`src/rtl/mips_mdu.sv`:
```
// mips_mdu: iterative MIPS multiply/divide unit that owns the architectural HI/LO registers.
// Define MIPS_MDU_DIV_EN to build the restoring divider; without it DIV/DIVU are no-ops.
module mips_mdu (
    input  logic        clk,
    input  logic        rst_n,
    input  logic        StartE,
    input  logic [2:0]  MdOpE,
    input  logic [31:0] SrcAE,
    input  logic [31:0] SrcBE,
    input  logic        FlushE,
    output logic [31:0] HI,
    output logic [31:0] LO,
    output logic        BusyE,
    output logic        DoneE
);
    localparam logic [2:0] OP_MTHI = 3'b100;
    localparam logic [2:0] OP_MTLO = 3'b101;

`ifdef MIPS_MDU_DIV_EN
    typedef enum logic [1:0] {IDLE = 2'd0, MUL = 2'd1, DIV = 2'd2, DONE = 2'd3} mduState_t;
`else
    typedef enum logic [1:0] {IDLE = 2'd0, MUL = 2'd1, DONE = 2'd3} mduState_t;
`endif

    mduState_t   stateReg, stateNext;
    logic        busyReg;
    logic [5:0]  cntReg;
    logic [63:0] accReg;
    logic [31:0] opndReg;
    logic        negLoReg;
    logic [31:0] hiReg, loReg;

    logic        accept, opSigned, startMul, lastIter;
    logic [31:0] magA, magB;
    logic [32:0] mulSum;
    logic [63:0] mulStep, accNeg;
    logic [31:0] resHi, resLo;

    assign accept   = (stateReg == IDLE) && StartE && !FlushE;
    assign opSigned = ~MdOpE[0];
    assign startMul = accept && (MdOpE[2:1] == 2'b00);
    assign lastIter = (cntReg == 6'd31);
    // Magnitudes of 0x80000000 wrap to 0x80000000, i.e. 2^31 as unsigned.
    assign magA = (opSigned && SrcAE[31]) ? 32'd0 - SrcAE : SrcAE;
    assign magB = (opSigned && SrcBE[31]) ? 32'd0 - SrcBE : SrcBE;

    // Shift-add: multiplier sits in the low half and is consumed LSB first.
    assign mulSum  = {1'b0, accReg[63:32]} + (accReg[0] ? {1'b0, opndReg} : 33'd0);
    assign mulStep = {mulSum, accReg[31:1]};
    assign accNeg  = 64'd0 - accReg;

`ifdef MIPS_MDU_DIV_EN
    logic        negHiReg, isDivReg;
    logic        startDiv, divByZero, geq;
    logic [32:0] trial;
    logic [31:0] remNext;
    logic [63:0] divStep;

    assign startDiv  = accept && (MdOpE[2:1] == 2'b01);
    assign divByZero = (SrcBE == 32'd0);
    // Restoring step: {remainder, dividend} shifts left one bit, quotient bit enters at LSB.
    assign trial     = accReg[63:31];
    assign geq       = (trial >= {1'b0, opndReg});
    assign remNext   = geq ? trial[31:0] - opndReg : trial[31:0];
    assign divStep   = {remNext, accReg[30:0], geq};

    always_comb begin
        if (isDivReg) begin
            resHi = negHiReg ? 32'd0 - accReg[63:32] : accReg[63:32];
            resLo = negLoReg ? 32'd0 - accReg[31:0]  : accReg[31:0];
        end else begin
            {resHi, resLo} = negLoReg ? accNeg : accReg;
        end
    end
`else
    assign {resHi, resLo} = negLoReg ? accNeg : accReg;
`endif

    always_ff @(posedge clk or negedge rst_n) begin
        if (!rst_n) begin
            stateReg <= IDLE;
            busyReg  <= 1'b0;
        end else begin
            stateReg <= stateNext;
            busyReg  <= (stateNext != IDLE);
        end
    end

    always_comb begin
        stateNext = stateReg;
        if (FlushE) begin
            stateNext = IDLE;
        end else begin
            case (stateReg)
                IDLE: begin
                    if (startMul) stateNext = MUL;
`ifdef MIPS_MDU_DIV_EN
                    else if (startDiv) stateNext = divByZero ? DONE : DIV;
`endif
                end
                MUL:  if (lastIter) stateNext = DONE;
`ifdef MIPS_MDU_DIV_EN
                DIV:  if (lastIter) stateNext = DONE;
`endif
                DONE:    stateNext = IDLE;
                default: stateNext = IDLE;
            endcase
        end
    end

    // A flush in DONE cancels the write-back, so the pulse is withheld too.
    always_comb begin
        DoneE = (stateReg == DONE) && !FlushE;
    end

    assign BusyE = busyReg;
    assign HI    = hiReg;
    assign LO    = loReg;

    always_ff @(posedge clk or negedge rst_n) begin
        if (!rst_n) begin
            cntReg   <= 6'd0;
            accReg   <= 64'd0;
            opndReg  <= 32'd0;
            negLoReg <= 1'b0;
            hiReg    <= 32'd0;
            loReg    <= 32'd0;
`ifdef MIPS_MDU_DIV_EN
            negHiReg <= 1'b0;
            isDivReg <= 1'b0;
`endif
        end else begin
            if (accept && MdOpE == OP_MTHI) hiReg <= SrcAE;
            if (accept && MdOpE == OP_MTLO) loReg <= SrcAE;

            if (startMul) begin
                accReg   <= {32'd0, magB};
                opndReg  <= magA;
                cntReg   <= 6'd0;
                negLoReg <= opSigned & (SrcAE[31] ^ SrcBE[31]);
`ifdef MIPS_MDU_DIV_EN
                isDivReg <= 1'b0;
            end else if (startDiv) begin
                cntReg   <= 6'd0;
                isDivReg <= 1'b1;
                if (divByZero) begin
                    accReg   <= {SrcAE, 32'hFFFF_FFFF};
                    negLoReg <= 1'b0;
                    negHiReg <= 1'b0;
                end else begin
                    accReg   <= {32'd0, magA};
                    opndReg  <= magB;
                    negLoReg <= opSigned & (SrcAE[31] ^ SrcBE[31]);
                    negHiReg <= opSigned & SrcAE[31];
                end
            end else if (stateReg == DIV) begin
                accReg <= divStep;
                cntReg <= cntReg + 6'd1;
`endif
            end else if (stateReg == MUL) begin
                accReg <= mulStep;
                cntReg <= cntReg + 6'd1;
            end

            if (DoneE) begin
                hiReg <= resHi;
                loReg <= resLo;
            end
        end
    end
endmodule
```
`config.mk`:
```
export PLATFORM = sky130hd
export DESIGN_NAME = mips_mdu
export DESIGN_NICKNAME = d
export VERILOG_FILES = /design/src/rtl/mips_mdu.sv
export SDC_FILE = /design/constraint.sdc
export NUM_CORES = 1
export LEC_CHECK = 0
export CAP_MARGIN = 15
export CORE_MARGIN = 5
export CORE_UTILIZATION = 30
export CTS_CLUSTER_SIZE = 8
export DETAILED_ROUTE_END_ITERATION = 7
export GPL_TIMING_DRIVEN = 0
export SYNTH_ARGS = -nofsm -noshare
export SYNTH_HDL_FRONTEND = slang
export SYNTH_SLANG_ARGS = --single-unit
```
`constraint.sdc`:
```
create_clock -name clk -period 6.57 [get_ports clk]
set_input_delay 1.314 -clock clk [delete_from_list [all_inputs] [get_ports clk]]
set_output_delay 1.314 -clock clk [all_outputs]
set_load 0.03 [all_outputs]
```
==> impl_metrics.json, run 1 <==
{
  "start_util_pct": 30.2,
  "ctsResizeCount": 0,
  "synth_seq_cells": 170,
  "drv_cap": 0,
  "clk_pin_slew_ns": 0.06,
  "setup_violations": 0,
  "cts_hold_buf": 0,
  "power_leakage_nw": 5.97,
  "crit_slowest_cell": "clkdlybuf4s50_1",
  "clock_sinks": 170,
  "worst_slew_pin_slew_ns": 1.07,
  "cts_tree": "done",
  "holdCritPathClass": "register to register",
  "die_area_mm2": 0.0451,
  "power_mw": 4.79,
  "start_kind": "input pin",
  "reg2reg_to": "accReg[57]",
  "status": "completed",
  "cp.arrival_ns": 4.50,
  "final_cell_area_mm2": 0.0149,
  "rsz0062_at_grt": "false",
  "area_delta_synth_final_pct": 21.2,
  "r2r_slack_ns": 2.18,
  "seq_area_mm2": 0.00425,
  "vias": 12200,
  "num_rows": 74,
  "synth_edf_count": 0,
  "fillers": 4196,
  "nets": 1751,
  "min_to": "opndReg[11]",
  "die_h_um": 212,
  "cts_root_buf": "clkbuf_16",
  "drt_iter0_markers": 1176,
  "syn_inst": 1490,
  "seq_area_frac_synth_pct": 34.6,
  "wl_per_cell_um": 21.8,
  "ctsHtreeMaxLevel": 4,
  "first_pass_iters": 6,
  "hold_viol": 0,
  "async_flop_share_pct": 100,
  "cts_buffers": 17,
  "vdd_ir_drop_max_v": 0.000199,
  "min_delay_path_depth": 2,
  "synth_ff_type": "dfrtp_1",
  "grt_pass1_wl_um": 72200,
  "max_freq_mhz": 172,
  "drive_above_1_share_pct": 4.71,
  "worstPathMaxFanout": 10,
  "path_class": "input pin to output pin",
  "worstSkewPairLatency_ns": 0.46,
  "hold_path_startpoint": "opndReg[11]",
  "wl_met2_um": 23000,
  "drc": 0,
  "io-pin-count": 137,
  "topRoutingLayerUsed": "met4",
  "cpPeakStageDelay_ns": 0.77,
  "met1_length_um": 19800,
  "antenna_found_initial": 1,
  "skew_ns": 0.0166,
  "power_density_mw_per_mm2": 322,
  "reg2reg_from": "accReg[0]",
  "worst_path_most_repeated_cell": "clkbuf_1",
  "wl_met3_um": 2820,
  "critical_path.endpoint_type": "output pin",
  "post-cts-setup-buffers": 0,
  "grt_max_degree": 104,
  "ant_nets": 0,
  "postPlaceCellArea_mm2": 0.0143,
  "cp_cell_sequence": "clkdlybuf4s50_1 > or2_2 > clkbuf_1 > clkinv_1 > clkbuf_1 > clkbuf_1 > clkdlybuf4s50_1",
  "wl_um": 47700,
  "grt_pass1_vias": 12000,
  "min_period_over_period_pct": 88.5,
  "place.port_buffers": 133,
  "chipWidth_um": 212,
  "syn_avg_cell_area_um2": 8.24,
  "multi_input_area_mm2": 0.00754,
  "gr-usage-all-layers_pct": 20.7,
  "period_needed_ns": 5.82,
  "slew_headroom_pct": 27.9,
  "synth_nets": 1598,
  "finalMaxSlewViolations": 0,
  "syn-cell-area_mm2": 0.0123,
  "overflow": 0,
  "coreArea_mm2": 0.0406,
  "avgViaCountPerCell": 5.56,
  "rr_worst_depth": 12,
  "clockBufferDepth": 2,
  "synth.distinct_cells": 69,
  "hpwl_um": 36800,
  "yosysWarnings": 0,
  "gp_congestion": 0.929,
  "cp_data_required_time_ns": 5.26
}
-- Yosys cell counts (8+ instances only) --
library cell,number,area [um^2]
nand2_1,203,762
dfrtp_1,170,4250
o21ai_0,119,596
a21oi_1,101,505
clkbuf_1,90,338
nor2_1,84,315
xor2_1,78,683
xnor2_1,60,526
o31ai_1,42,315
a31oi_1,36,225
ha_1,36,450
and2_1,34,213
nor2b_1,34,213
a211oi_1,33,248
nor3_1,32,160
nand3_1,31,155
or3_1,31,194
inv_1,30,113
nand4_1,22,138
o41ai_1,18,158
or4_1,18,135
mux2_2,17,191
mux2i_1,17,170
or2_2,17,106
nor4_1,16,100
and3_1,14,87.6
a21o_1,12,90.1
o21a_1,9,67.6
nand2b_1,8,50.1
-- worst max path at each step --
stage,from,end,slack (ns),cells past startpoint
after floorplan,FlushE,DoneE,2.63,5
after global placement,rst_n,accReg[6],-3.32,1
after detailed placement,FlushE,DoneE,0.83,7
after CTS,FlushE,DoneE,0.82,7
after global routing,FlushE,DoneE,0.62,7
final,FlushE,DoneE,0.75,7
-- logic make-up (layout without fill, tap and decap cells) --
group	count (synthesis)	count (layout)	share of synthesized area, %
adders and majority gates	37	37	3.83
buffers and inverters	128	294	3.97
muxes	34	34	2.94
and+or+nand+nor	555	555	22.3
DFF	170	170	34.6
xor gates and xnor gates	138	138	9.84
AOI/OAI and AO/OA	428	428	22.5
other	0	1	0
-- sequential cells by signal, summed over array words and instances, names as in the netlist --
register  cells
accReg       64
HI           32
LO           32
opndReg      32
cntReg        6
stateReg      2
BusyE         1
negLoReg      1
-- critical path, delay by kind of cell --
family / cells / cell delay (ns)
simple gates: 1 / 0.32
buf+inv: 6 / 2.86
-- layout make-up --
type | count | share of cell area [%]
clock inverters | 13 | 0.715
multi-input cells | 1192 | 50.7
inverters | 31 | 0.782
clock buffers | 19 | 3.04
plain buffers | 97 | 2.50
diodes | 1 | 0.0168
flip-flops and latches | 170 | 28.6
repair buffers | 134 | 9.17
well taps | 532 | 4.47
-- placed cells by master, fill, tap and decap left out, types with 8 or more instances in the layout --
cell type and count:
inv_1 30, a211oi_1 33, mux2i_1 17, and2_1 34
nand4_1 22, or4_1 18, o31ai_1 42, a21o_1 12
clkbuf_16 17, nor3_1 32, dfrtp_1 170, a31oi_1 36
mux2_2 17, ha_1 36, clkbuf_1 90, nand3_1 31
clkdlybuf4s50_1 132, nor4_1 15, a21oi_1 101, or2_2 17
or3_1 31, xnor2_1 60, nor2_1 84, xor2_1 78
and3_1 14, nand2_1 203, o41ai_1 18, nor2b_1 34
nand2b_1 8, o21ai_0 119, o21a_1 9
-- routing by layer --
| layer | vias up | track usage, % |
|---|---|---|
| li1 | 5721 | - |
| met1 | 5883 | 26.2 |
| met2 | 472 | 35.4 |
| met3 | 101 | 3.38 |
| met4 | 0 | 8.52 |
| met5 | - | 0 |
-- metrics by stage --
stage / TNS [ns] / hold WS [ns] / utilization, % / setup slack, ns / std cells
6_report: 0 / 0.479 / 36.6 / 0.755 / 2189
5_1_grt: 0 / 0.494 / 36.6 / 0.624 / 2188
4_1_cts: 0 / 0.479 / 36.6 / 0.820 / 2188
3_5_place_dp: 0 / 0.464 / 35.2 / 0.826 / 2156
3_3_place_gp: -561.45 / 0.455 / 35.1 / -3.32 / 2155
2_1_floorplan: 0 / 0.442 / - / 2.63 / 1490
-- report_power, final --
part	leakage [nW]	switching (mW)	internal, mW	total (mW)
clock	0.267	0.491	0.513	1.00
sequential	2.10	0.357	1.31	1.67
combinational	3.61	1.29	0.826	2.12
Power figures use the tool's default switching activity.
==> run 2: changes to the inputs <==
Settings changed: GPL_ROUTABILITY_DRIVEN set to 0.
==> run 2 against run 1 <==
Compared with the run above: cell count is the same; routed wire length is 1.6% lower; sequential share of layout area shrank 0.11 points; total power grew 1.8%; fmax is 1.3% higher; global-route usage decreased by 0.33 points; utilization increased by 0.14 points; sequential power is essentially flat; critical path depth did not move; die area unchanged; clock power is 9% higher; non-clock buffer count increased by 1; critical endpoint unchanged.
==> impl_metrics.json, run 2 (synthesized netlist as in run 1, its figures left out) <==
{
  "status": "completed",
  "drt_iter0_markers": 1105,
  "ctsResizeCount": 0,
  "power_mw": 4.88,
  "nets": 1752,
  "largest_reg_flops": 64,
  "wl_um": 46900,
  "final_cell_mix": "203 x nand2_1, 170 x dfrtp_1, 132 x clkdlybuf4s50_1",
  "finalMaxSlewViolations": 0,
  "cts_hold_buf": 0,
  "area_delta_synth_final_pct": 21.6,
  "die_h_um": 212,
  "worstPathMaxFanout": 10,
  "regMostFlops": "accReg",
  "cts_buffers": 17,
  "path_class": "input pin to output pin",
  "drc": 0,
  "power_density_mw_per_mm2": 327,
  "hpwl_um": 36200,
  "grt_max_degree": 93,
  "cp.arrival_ns": 4.42,
  "post-cts-setup-buffers": 0,
  "grt_pass1_wl_um": 71400,
  "overflow": 0,
  "cts_tree": "done",
  "ctsHtreeMaxLevel": 4,
  "dp.cells": 2156,
  "start_util_pct": 30.2,
  "vdd_ir_drop_max_v": 0.000185,
  "rsz0062_at_grt": "false",
  "slew_headroom_pct": 24.3,
  "antenna_found_initial": 1,
  "clock_sinks": 170,
  "drv_cap": 0,
  "hold-worst-slack_ns": 0.474,
  "grt_pass1_vias": 12100,
  "setup_violations": 0,
  "wl_per_cell_um": 21.4,
  "drive_above_1_share_pct": 4.65,
  "max_freq_mhz": 174,
  "gr-usage-all-layers_pct": 20.4,
  "seq_area_mm2": 0.00425,
  "worst_slew_pin_slew_ns": 1.12,
  "fillers": 4140,
  "coreArea_mm2": 0.0406,
  "fin_cells": 2189,
  "ant_nets": 0,
  "vias": 12400,
  "skew_ns": 0.0106,
  "die_area_mm2": 0.0451,
  "multi_input_area_mm2": 0.00754,
  "holdCritPathClass": "register to register",
  "r2r_slack_ns": 2.22,
  "clockBufferDepth": 2,
  "place.port_buffers": 133,
  "critical_path.endpoint_type": "output pin",
  "first_pass_iters": 6,
  "hold_viol": 0,
  "cts_root_buf": "clkbuf_16",
  "worstSkewPairLatency_ns": 0.45,
  "min_period_over_period_pct": 87.3,
  "cp_data_required_time_ns": 5.26,
  "avgViaCountPerCell": 5.64,
  "start_kind": "input pin",
  "num_rows": 74,
  "period_needed_ns": 5.74,
  "chipWidth_um": 212,
  "final_cell_area_mm2": 0.0149,
  "power_leakage_nw": 6.01,
  "layout_commonest_cell": "nand2_1",
  "n_antenna_cell": 0,
  "postPlaceCellArea_mm2": 0.0143,
  "io-pin-count": 137,
  "clk_pin_slew_ns": 0.07
}
[run 2: changes by cell type in the layout (fill, tap and decap cells not counted), sizes merged]
| cell | change |
|---|---|
| bufinv | +3 |
| clkbuf | +2 |
| inv | -3 |
| diode | -1 |
| clkinvlp | -2 |
| clkinv | +1 |
[run 2: final timing paths]
path	end	start	cells after the start
setup / recovery	DoneE	FlushE	7
hold / removal	opndReg[30]	opndReg[30]	2
setup reg to reg	accReg[57]	accReg[0]	12
hold reg to reg	opndReg[30]	opndReg[30]	2
max in group asynchronous	accReg[35]	rst_n	2
min in group asynchronous	accReg[60]	rst_n	1
[run 2: per-stage QoR]
step / worst slack (ns) / TNS, ns / util [%]
after floorplan: 2.63 / 0 / -
after global placement: -3.26 / -550.13 / 35.1
after detailed placement: 0.802 / 0 / 35.2
after CTS: 0.788 / 0 / 36.7
after global routing: 0.736 / 0 / 36.7
final: 0.831 / 0 / 36.7
[run 2: routing by layer]
metal | up-vias | GRT usage [%] | part of all wire, %
li1 | 5715 | - | -
met1 | 6004 | 25.5 | 41
met2 | 520 | 34.4 | 48
met3 | 116 | 3.50 | 6.3
met4 | 0 | 9.71 | 5.0
met5 | - | 0 | 0
[run 2: power by group]
part | internal [mW] | total [mW] | switching [mW]
clock network | 0.624 | 1.09 | 0.468
registers | 1.31 | 1.67 | 0.358
logic | 0.825 | 2.11 | 1.29
total | 2.76 | 4.88 | 2.11
[run 2: layout make-up]
class,instances,share of cell area (%)
multi-input combinational,1192,50.5
sequential,170,28.5
timing repair buffer,135,9.17
tap,532,4.46
clock buffer,20,3.06
buffer,97,2.49
clock inverter,12,1.09
inverter,31,0.779
[run 2: critical path: stages]
cell	delay, ns
clkdlybuf4s50_1	0.49
or2_2	0.32
clkbuf_1	0.26
clkinv_1	0.27
clkbuf_1	0.56
clkbuf_1	0.44
clkdlybuf4s50_1	0.76
==> run 3: changes to the inputs <==
Settings changed: PLACE_DENSITY_LB_ADDON set to 0.3, SETUP_SLACK_MARGIN set to 0.3.
==> run 3 against run 2 <==
Compared with the run above: sequential share of layout area barely moved; hold slack gained 0.0012 ns; sequential power is essentially flat; largest power group unchanged; fmax is 0.84% lower.
==> impl_metrics.json, run 3 (synthesized netlist as in run 1, its figures left out) <==
{
  "pwr-share-seq_pct": 34.0,
  "vdd_ir_drop_max_v": 0.000202,
  "chipWidth_um": 212,
  "slew_headroom_pct": 25.7,
  "cts_root_buf": "clkbuf_16",
  "n_antenna_cell": 0,
  "wl_per_cell_um": 21.7,
  "pwr-share-comb_pct": 43.4,
  "area_delta_synth_final_pct": 21.6,
  "drive_above_1_share_pct": 4.71,
  "period_needed_ns": 5.79,
  "drc": 0,
  "finalMaxSlewViolations": 0,
  "io-pin-count": 137,
  "vias": 12200,
  "worstSkewPairLatency_ns": 0.46,
  "start_kind": "input pin",
  "rsz0062_at_grt": "false",
  "skew_ns": 0.0125,
  "place.port_buffers": 133,
  "cts_buffers": 17,
  "clockBufferDepth": 2,
  "internal_power_mw": 2.75,
  "power_frac_clock_pct": 22.6,
  "grt_pass1_vias": 12000,
  "critical_path.endpoint_type": "output pin",
  "post-cts-setup-buffers": 0,
  "dp.cells": 2156,
  "power_leakage_nw": 6.01,
  "ctsHtreeMaxLevel": 4,
  "worstPathMaxFanout": 10,
  "hpwl_um": 36200,
  "hold_viol": 0,
  "status": "completed",
  "cp_data_required_time_ns": 5.26,
  "grt_pass1_wl_um": 71300,
  "clock_sinks": 170,
  "power_density_mw_per_mm2": 327,
  "cp.arrival_ns": 4.47,
  "holdCritPathClass": "register to register",
  "pre_cts_slack_ns": 0.837,
  "layout_commonest_cell": "nand2_1",
  "clk_pin_slew_ns": 0.07,
  "num_rows": 74,
  "worst_slack_ns": 0.783,
  "overflow": 0,
  "path_class": "input pin to output pin",
  "drt_iter0_markers": 1097,
  "antenna_found_initial": 1,
  "postPlaceCellArea_mm2": 0.0143,
  "switchingPower_mw": 2.14,
  "die_area_mm2": 0.0451,
  "avgViaCountPerCell": 5.58,
  "gr-usage-all-layers_pct": 20.5,
  "ctsResizeCount": 0,
  "setup_violations": 0,
  "coreArea_mm2": 0.0406,
  "die_h_um": 212,
  "cts_tree": "done",
  "setup_tns_ns": 0,
  "cts_hold_buf": 0,
  "grt_max_degree": 92,
  "ant_nets": 0,
  "switching_share_pct": 43.8,
  "drv_cap": 0,
  "first_pass_iters": 6,
  "start_util_pct": 30.2,
  "nets": 1752,
  "final_cell_mix": "203 x nand2_1, 170 x dfrtp_1, 132 x clkdlybuf4s50_1",
  "hold-worst-slack_ns": 0.475,
  "min_period_over_period_pct": 88.1,
  "wl_um": 47500,
  "max_freq_mhz": 173,
  "worst_slew_pin_slew_ns": 1.11,
  "final_cell_area_mm2": 0.0149,
  "largest_reg_flops": 64,
  "fin_cells": 2189,
  "regMostFlops": "accReg"
}
-- run 3: worst paths after layout --
path | start | slack [ns] | endpoint | cells after the start
max in group asynchronous | rst_n | 4.88 | opndReg[31] | 2
setup reg to reg | accReg[0] | 2.26 | accReg[57] | 12
hold / removal | opndReg[8] | 0.48 | opndReg[8] | 2
setup / recovery | FlushE | 0.78 | DoneE | 7
min in group asynchronous | rst_n | 0.80 | accReg[60] | 1
hold reg to reg | opndReg[8] | 0.48 | opndReg[8] | 2
-- run 3: power by group through the flow --
stage	logic, mW	clock network, mW	registers (mW)
final	2.12	1.11	1.66
after global routing	2.31	1.14	1.69
after CTS	2.10	1.11	1.65
after detailed placement	2.08	0	1.67
after global placement	2.06	0	1.66
after floorplan	1.24	0	1.72
-- run 3: stage by stage --
stage          utilization, %  total power [mW]
5_1_grt                  36.7              5.14
3_3_place_gp             35.1              3.72
6_report                 36.7              4.89
2_1_floorplan               -              2.95
4_1_cts                  36.7              4.85
3_5_place_dp             35.2              3.75
-- run 3: cell type report --
class / count / area (um^2)
clock buffers: 17 / 425
fillers: 4213 / 25700
well taps: 532 / 666
repair buffers: 135 / 1370
clock inverters: 15 / 190
plain buffers: 97 / 372
multi-input cells: 1192 / 7540
flip-flops and latches: 170 / 4250
inverters: 31 / 116
-- run 3: metal layers --
metal	wire (um)	track usage, %
met3	3030	3.36
met1	19400	25.5
met2	23000	35.0
met5	0	0
met4	2060	9.09
-- run 3: critical path, cell delays in order --
cell and delay (ns):
clkdlybuf4s50_1 0.50, or2_2 0.33, clkbuf_1 0.27, clkinv_1 0.27, clkbuf_1 0.59, clkbuf_1 0.44, clkdlybuf4s50_1 0.76
